**src/rtl/rv_pipe_pkg.sv**
```systemverilog
// Shared pipeline definitions: datapath widths and the register-file write request.
package rv_pipe_pkg;

  localparam int XLEN   = 32;
  localparam int REG_AW = 5;

  typedef struct packed {
    logic              we;
    logic [REG_AW-1:0] rd;
    logic [XLEN-1:0]   data;
  } rf_wr_req_t;

endpackage

```
**src/rtl/wb_buf_fifo.sv**
```systemverilog
// Small FIFO of long-latency results with a per-entry valid bit that can be
// cleared by destination-register match (WAW squash) while the entry waits.
module wb_buf_fifo
  import rv_pipe_pkg::*;
#(
  parameter  int DEPTH = 2,
  localparam int PW    = $clog2(DEPTH),
  localparam int CW    = $clog2(DEPTH) + 1
) (
  input  logic              clk,
  input  logic              rst,
  input  logic              push_i,
  input  logic              push_valid_i,
  input  logic [REG_AW-1:0] push_rd_i,
  input  logic [XLEN-1:0]   push_data_i,
  input  logic              pop_i,
  input  logic              squash_en_i,
  input  logic [REG_AW-1:0] squash_rd_i,
  output logic              full_o,
  output logic              empty_o,
  output logic              head_valid_o,
  output logic [REG_AW-1:0] head_rd_o,
  output logic [XLEN-1:0]   head_data_o,
  output logic [CW-1:0]     count_o
);

  logic [DEPTH-1:0]  valid_q, valid_d;
  logic [REG_AW-1:0] rd_q   [DEPTH];
  logic [XLEN-1:0]   data_q [DEPTH];
  logic [PW-1:0]     wr_ptr_q, rd_ptr_q;
  logic [CW-1:0]     count_q;
  logic              push_ok, pop_ok;

  assign full_o  = (count_q == CW'(DEPTH));
  assign empty_o = (count_q == '0);
  assign push_ok = push_i && !full_o;
  assign pop_ok  = pop_i && !empty_o;

  always_comb begin
    // NOTE: every always_comb output gets a default first so no path leaves it unassigned (no latch).
    valid_d = valid_q;
    for (int i = 0; i < DEPTH; i++) begin
      if (squash_en_i && (rd_q[i] == squash_rd_i)) valid_d[i] = 1'b0;
    end
    if (pop_ok)  valid_d[rd_ptr_q] = 1'b0;
    if (push_ok) valid_d[wr_ptr_q] = push_valid_i;
  end

  // NOTE: state uses non-blocking assignments and async reset; only control state is reset.
  always_ff @(posedge clk or posedge rst) begin
    if (rst) begin
      valid_q  <= '0;
      wr_ptr_q <= '0;
      rd_ptr_q <= '0;
      count_q  <= '0;
    end else begin
      valid_q  <= valid_d;
      if (push_ok) wr_ptr_q <= wr_ptr_q + 1'b1;
      if (pop_ok)  rd_ptr_q <= rd_ptr_q + 1'b1;
      count_q  <= count_q + CW'(push_ok) - CW'(pop_ok);
    end
  end

  // NOTE: payload storage is not reset; the valid bits alone decide whether an entry is meaningful.
  always_ff @(posedge clk) begin
    if (push_ok) begin
      rd_q[wr_ptr_q]   <= push_rd_i;
      data_q[wr_ptr_q] <= push_data_i;
    end
  end

  assign head_valid_o = !empty_o && valid_q[rd_ptr_q];
  assign head_rd_o    = rd_q[rd_ptr_q];
  assign head_data_o  = data_q[rd_ptr_q];
  assign count_o      = count_q;

endmodule

```
**src/rtl/wb_port_arbiter.sv**
```systemverilog
// Arbitrates the single register-file write port between the WB stage and
// buffered long-latency results; pipeline wins, a starvation timer requests bubbles.
module wb_port_arbiter
  import rv_pipe_pkg::*;
#(
  parameter  int DEPTH        = 2,
  parameter  int STARVE_LIMIT = 4,
  localparam int CW           = $clog2(DEPTH) + 1
) (
  input  logic              clk,
  input  logic              rst,
  input  logic              RegWriteW,
  input  logic [REG_AW-1:0] RdW,
  input  logic [XLEN-1:0]   write_back_result,
  input  logic              lu_valid,
  input  logic [REG_AW-1:0] lu_rd,
  input  logic [XLEN-1:0]   lu_data,
  output logic              lu_ready,
  output logic              stall_req,
  output logic              rf_we,
  output logic [REG_AW-1:0] rf_rd,
  output logic [XLEN-1:0]   rf_wd,
  output logic [CW-1:0]     buf_count
);

  localparam int              WCW       = (STARVE_LIMIT > 1) ? $clog2(STARVE_LIMIT) : 1;
  localparam logic [WCW-1:0]  WAIT_LAST = WCW'(STARVE_LIMIT - 1);

  logic              pipe_wr, lu_push, lu_store_valid, pop, blocked;
  logic              full, empty, head_valid;
  logic [REG_AW-1:0] head_rd;
  logic [XLEN-1:0]   head_data;
  logic [WCW-1:0]    wait_cnt_q, wait_cnt_d;
  logic              stall_req_q, stall_req_d;
  rf_wr_req_t        rf_req;

  assign pipe_wr  = RegWriteW && (RdW != '0);
  assign lu_ready = !full;
  assign lu_push  = lu_valid && lu_ready;
  // A beat aimed at x0, or overtaken by a same-cycle pipeline write to its rd, is kept only to complete the handshake.
  assign lu_store_valid = (lu_rd != '0) && !(pipe_wr && (lu_rd == RdW));
  assign pop      = !pipe_wr && !empty;
  assign blocked  = head_valid && pipe_wr;

  wb_buf_fifo #(.DEPTH(DEPTH)) u_buf (
    .clk          (clk),
    .rst          (rst),
    .push_i       (lu_push),
    .push_valid_i (lu_store_valid),
    .push_rd_i    (lu_rd),
    .push_data_i  (lu_data),
    .pop_i        (pop),
    .squash_en_i  (pipe_wr),
    .squash_rd_i  (RdW),
    .full_o       (full),
    .empty_o      (empty),
    .head_valid_o (head_valid),
    .head_rd_o    (head_rd),
    .head_data_o  (head_data),
    .count_o      (buf_count)
  );

  always_comb begin
    rf_req = '0;
    if (!rst) begin
      if (pipe_wr)         rf_req = '{we: 1'b1, rd: RdW, data: write_back_result};
      else if (head_valid) rf_req = '{we: 1'b1, rd: head_rd, data: head_data};
    end
  end

  assign rf_we = rf_req.we;
  assign rf_rd = rf_req.rd;
  assign rf_wd = rf_req.data;

  // The timer saturates at its last value; stall_req then holds until the head leaves.
  always_comb begin
    wait_cnt_d  = wait_cnt_q;
    stall_req_d = stall_req_q;
    if (pop || empty) begin
      wait_cnt_d  = '0;
      stall_req_d = 1'b0;
    end else if (blocked) begin
      if (wait_cnt_q == WAIT_LAST) stall_req_d = 1'b1;
      else                         wait_cnt_d  = wait_cnt_q + 1'b1;
    end
  end

  always_ff @(posedge clk or posedge rst) begin
    if (rst) begin
      wait_cnt_q  <= '0;
      stall_req_q <= 1'b0;
    end else begin
      wait_cnt_q  <= wait_cnt_d;
      stall_req_q <= stall_req_d;
    end
  end

  assign stall_req = stall_req_q;

endmodule

```
**config.mk**
```make
export PLATFORM = sky130hd
export DESIGN_NAME = wb_port_arbiter
export DESIGN_NICKNAME = d
export VERILOG_FILES = /design/src/rtl/rv_pipe_pkg.sv /design/src/rtl/wb_buf_fifo.sv /design/src/rtl/wb_port_arbiter.sv
export SDC_FILE = /design/constraint.sdc
export NUM_CORES = 1
export LEC_CHECK = 0
export BUFFER_PORTS_ARGS = -buffer_cell sky130_fd_sc_hd__buf_2
export CORE_MARGIN = 2
export CORE_UTILIZATION = 57
export CTS_BUF_LIST = sky130_fd_sc_hd__clkbuf_8
export CTS_CLUSTER_SIZE = 12
export DETAILED_ROUTE_END_ITERATION = 8
export GPL_ROUTABILITY_DRIVEN = 0
export PLACE_DENSITY = 0.91
export REMOVE_ABC_BUFFERS = 1
export SYNTH_ARGS = -nofsm -noshare
export SYNTH_HDL_FRONTEND = slang
export SYNTH_SLANG_ARGS = --single-unit
```
**constraint.sdc**
```tcl
create_clock -name clk -period 5.6 [get_ports clk]
set_input_delay 0.84 -clock clk [delete_from_list [all_inputs] [get_ports clk]]
set_output_delay 0.84 -clock clk [all_outputs]
set_load 0.02 [all_outputs]
```
==> report_table.html <==
<table>
<tr><th>Metric</th><th>Value</th></tr>
<tr><th colspan="2">Layout</th></tr>
<tr><td>Share of layout cells above drive strength 1</td><td>35.6%</td></tr>
<tr><td>Final layout net count</td><td>approximately 470</td></tr>
<tr><td>Utilization of the core after routing</td><td>a little over two thirds</td></tr>
<tr><td>P&amp;R area growth vs syn</td><td>22.2%</td></tr>
<tr><td>Count of inserted antenna diode cells</td><td>0</td></tr>
<tr><td>Filler Cells Inserted</td><td>478</td></tr>
<tr><td>Non-Filler Instances</td><td>476</td></tr>
<tr><th colspan="2">Worst setup path</th></tr>
<tr><td>Endpoint type of the worst setup path</td><td>output pin</td></tr>
<tr><td>Critical Path Slowest Stage Cell</td><td>buf_4</td></tr>
<tr><td>Buffers &amp; Inverters on Critical Path</td><td>3</td></tr>
<tr><td>Cell count of the worst reg-to-reg path</td><td>4</td></tr>
<tr><td>Crit path max-delay family</td><td>buffers and inverters</td></tr>
<tr><td>Critical path required time</td><td>4.76 ns</td></tr>
<tr><td>Data arrival, critical path</td><td>3.11 ns</td></tr>
<tr><td>Element type at the critical path start</td><td>input pin</td></tr>
<tr><td>Worst-path cell chain</td><td>buf_2, or3_1, o31ai_4, buf_4, a21oi_4, o211a_1, buf_2</td></tr>
<tr><td>Longest individual stage delay on the worst path</td><td>0.64 ns</td></tr>
<tr><td>Class of the most critical setup path</td><td>in2out</td></tr>
<tr><td>Most used cell, CP</td><td>buf_2</td></tr>
<tr><td>Logic depth of the worst setup path including buffers</td><td>7</td></tr>
<tr><td>Largest driver fanout on the critical path</td><td>81</td></tr>
<tr><th colspan="2">Routing</th></tr>
<tr><td>Via density per instance</td><td>5.51</td></tr>
<tr><td>Routed via count</td><td>2625</td></tr>
<tr><td>Routed wire per std cell</td><td>roughly 16 microns</td></tr>
<tr><td>Remaining antenna violation count after routing</td><td>0</td></tr>
<tr><td>Drt initial violations</td><td>~170</td></tr>
<tr><td>Number of detailed-routing iterations run before antenna repair</td><td>5</td></tr>
<tr><td>Total wirelength of the detailed-routed design</td><td>7.68 mm</td></tr>
<tr><td>DR DRC count</td><td>0</td></tr>
<tr><th colspan="2">Floorplan</th></tr>
<tr><td>Die area</td><td>7460 sq um</td></tr>
<tr><td>Floorplan Core Area</td><td>6680 sq um</td></tr>
<tr><td>Initial core utilization</td><td>between 50% and 60%</td></tr>
<tr><td>Die X-Extent</td><td>around 86 microns</td></tr>
<tr><td>Top-Level Pins</td><td>120</td></tr>
<tr><td>Vert. Die Dim</td><td>86.4 microns</td></tr>
<tr><td>Number of placement rows</td><td>30</td></tr>
<tr><th colspan="2">Timing</th></tr>
<tr><td>Setup total negative slack</td><td>0 ns</td></tr>
<tr><td>Final hold violation count</td><td>0</td></tr>
<tr><td>Count of pins over their slew limit</td><td>0</td></tr>
<tr><td>Tcrit/Tclk final</td><td>a little over two thirds</td></tr>
<tr><td>Worst-margin pin slew</td><td>0.977 ns</td></tr>
<tr><td>Layout Skew</td><td>~0.017 ns</td></tr>
<tr><td>Worst Hold Margin</td><td>0.474 ns</td></tr>
<tr><td>Maximum frequency from static timing analysis</td><td>253 MHz</td></tr>
<tr><td>Final count of negative-setup-slack endpoints</td><td>0</td></tr>
<tr><td>Final critical path time including I/O delays and setup</td><td>3.95 ns</td></tr>
<tr><td>Worst max-slew margin expressed relative to the limit</td><td>34.7%</td></tr>
<tr><td>RSZ-0062 raised after global routing</td><td>no</td></tr>
<tr><th colspan="2">Synthesis</th></tr>
<tr><td>Main area contributors after synthesis</td><td>edfxtp_1, mux2i_1, o211a_1</td></tr>
<tr><td>Cell area after synthesis</td><td>3870 sq um</td></tr>
<tr><td>Async S/R FF share, synth</td><td>10.8%</td></tr>
<tr><td>Share of the synthesized area in the top cell type</td><td>57.5%</td></tr>
<tr><td>Most used DFF post-synth</td><td>edfxtp_1</td></tr>
<tr><td>Count of state elements after synthesis</td><td>83</td></tr>
<tr><td>Adder-cell area share of the yosys netlist</td><td>0.971%</td></tr>
<tr><td>Post-synthesis cell type with the largest combined area</td><td>edfxtp_1</td></tr>
<tr><td>Number of flops mapped to enable cells by yosys</td><td>74</td></tr>
<tr><td>Gate Count Post-Synth</td><td>276</td></tr>
<tr><td>Compound-Gate Fraction of Synth Area</td><td>a little under an eighth</td></tr>
<tr><td>Number of distinct library cells after synthesis</td><td>31</td></tr>
<tr><td>Average size of a mapped cell</td><td>14.0 sq um</td></tr>
<tr><td>Portion of netlist area occupied by mux cells</td><td>10.1%</td></tr>
<tr><td>Dominant combinational cell family by area after synthesis</td><td>compound AO/OA/AOI/OAI gates</td></tr>
<tr><td>Synth Area in Simple Gates</td><td>6.70%</td></tr>
<tr><td>Yosys warning count</td><td>0</td></tr>
<tr><td>Most used standard cell by instance count after synthesis</td><td>edfxtp_1</td></tr>
<tr><td>Most frequent cells after synthesis</td><td>edfxtp_1, nand2_1, mux2i_1</td></tr>
<tr><td>Sequential cell area fraction in the yosys report</td><td>63.3%</td></tr>
<tr><td>Xor-xnor portion of the synthesized cell area</td><td>4.30%</td></tr>
<tr><th colspan="2">Status</th></tr>
<tr><td>Status</td><td>complete, no violations</td></tr>
<tr><th colspan="2">Worst hold path</th></tr>
<tr><td>Classification of the worst-slack hold path</td><td>in2async</td></tr>
<tr><th colspan="2">Clock tree</th></tr>
<tr><td>Maximum level of the CTS H-tree</td><td>3</td></tr>
<tr><td>Post-CTS repair timing setup buffer count</td><td>0</td></tr>
<tr><td>Cts bufs inserted</td><td>9</td></tr>
<tr><td>Clock input transition at the sequential cells of the worst setup and hold paths</td><td>about 0.080 ns</td></tr>
<tr><td>Number of clock sinks</td><td>83</td></tr>
<tr><td>Post-CTS Resized</td><td>0</td></tr>
<tr><td>Insertion delay of the later-clocked pin in the worst-skew pair</td><td>0.36 ns</td></tr>
<tr><td>TritonCTS clock tree</td><td>yes</td></tr>
<tr><td>Count of hold buffers inserted by post-cts repair</td><td>0</td></tr>
<tr><td>Maximum clock path buffer count</td><td>2</td></tr>
<tr><td>Root Buffer Master</td><td>clkbuf_8</td></tr>
<tr><th colspan="2">GRT</th></tr>
<tr><td>Via count of the first global-routing pass</td><td>approximately 2500</td></tr>
<tr><td>Wire length of the first global-routing pass</td><td>11.9 mm</td></tr>
<tr><td>Final global-route overflow total</td><td>0</td></tr>
<tr><td>Initial antenna violation count</td><td>0</td></tr>
<tr><td>Met1 GRT Util</td><td>27.4%</td></tr>
<tr><td>GRT Util Overall</td><td>between 20% and 30%</td></tr>
<tr><td>Pin count of the biggest net entering global routing</td><td>82</td></tr>
<tr><td>GRT Max-Usage Layer</td><td>met2</td></tr>
<tr><td>Global-route track usage on met2</td><td>34.4%</td></tr>
<tr><td>Met3 GRT Util</td><td>4.00%</td></tr>
<tr><th colspan="2">Placement</th></tr>
<tr><td>Number of placed instances with taps included</td><td>460</td></tr>
<tr><td>Count of buffers from port buffering</td><td>around 120</td></tr>
<tr><td>Placed wire-length estimate</td><td>5.02 mm</td></tr>
<tr><th colspan="2">Flow run</th></tr>
<tr><td>Count of maximum capacitance violations</td><td>0</td></tr>
<tr><th colspan="2">Power and ir drop</th></tr>
<tr><td>Power density relative to cell area</td><td>443 nW/um^2</td></tr>
<tr><td>Worst IR drop on VDD</td><td>0.000244 V</td></tr>
<tr><td>Static leakage power</td><td>2.30 nW</td></tr>
</table>
logic make-up (layout without fill, tap and decap cells):
family                   Yosys count  after routing
multiplexers                      39             39
XOR/XNOR                          19             19
flip-flops                        83             83
buffers and inverters             25            145
AND/OR/NAND/NOR                   61             61
adder cells (fa/ha/maj)            3              3
AO/OA/AOI/OAI                     46             46
through the flow:
step	worst slack, ns	cell area (sq um)	power (mW)
after global placement	1.70	4510	1.62
final	1.65	4730	2.10
after CTS	1.64	4730	2.11
after detailed placement	1.65	4510	1.64
after global routing	1.45	4730	2.21
after floorplan	0.175	3770	1.44
report_power, final:
| group | internal [mW] | switching (mW) | total, mW |
|---|---|---|---|
| sequential | 0.848 | 0.0532 | 0.901 |
| clock | 0.250 | 0.218 | 0.468 |
| combinational | 0.291 | 0.435 | 0.726 |
| total | 1.39 | 0.706 | 2.10 |
cell type report:
type	instances	area (sq um)	area share, %
inverter	6	22.5	0.477
timing repair buffer	123	626	13.2
sequential	83	2450	51.8
tap	80	100	2.12
multi-input combinational	168	1310	27.8
clock buffer	9	124	2.62
clock inverter	7	92.6	1.96
path summary, 6_finish.rpt:
| check | startpoint | end | slack [ns] |
|---|---|---|---|
| min in group clk | u_buf.wr_ptr_q$_DFFE_PP0P_ | u_buf.wr_ptr_q$_DFFE_PP0P_ | 0.50 |
| worst max-delay path | RdW[3] | rf_wd[25] | 1.65 |
| worst max register to register | u_buf.count_o[1]$_DFF_PP0_ | u_buf.data_q[0][30]$_DFFE_PP_ | 3.53 |
| worst min-delay path | rst | wait_cnt_q[0]$_DFFE_PP0P_ | 0.47 |
| worst min register to register | u_buf.wr_ptr_q$_DFFE_PP0P_ | u_buf.wr_ptr_q$_DFFE_PP0P_ | 0.50 |
| max in group asynchronous | rst | u_buf.rd_ptr_q$_DFFE_PP0P_ | 4.85 |
cell usage in the layout, fill, tap and decap left out, types with 2 or more instances in the layout:
master | Yosys | routed
nor2_1 | 3 | 3
dfrtp_1 | 9 | 8
nor3_1 | 4 | 4
mux2i_1 | 38 | 38
ha_1 | 3 | 3
xor2_1 | 5 | 5
o211a_1 | 37 | 37
edfxtp_1 | 74 | 74
bufinv_16 | 0 | 2
nand2_1 | 43 | 43
xnor2_1 | 14 | 14
clkbuf_8 | 0 | 9
buf_2 | 5 | 119
nor4_1 | 2 | 2
inv_1 | 6 | 8
buf_4 | 1 | 4
nand3_1 | 4 | 4
state kept, by name, summed over array words and instances, names as in the netlist:
| register | cells |
|---|---|
| u_buf.rd_ptr_q | 1 |
| u_buf.count_o | 2 |
| u_buf.data_q | 64 |
| u_buf.valid_q | 2 |
| u_buf.rd_q | 10 |
| u_buf.wr_ptr_q | 1 |
| stall_req | 1 |
| wait_cnt_q | 2 |
per-layer routing:
| layer | routed length (microns) | part of all wire (%) |
|---|---|---|
| met3 | 430 | 5.6 |
| met2 | 3850 | 50 |
| met4 | 157 | 2.0 |
| met5 | 0 | 0 |
| met1 | 3240 | 42 |
Power figures use the tool's default switching activity.
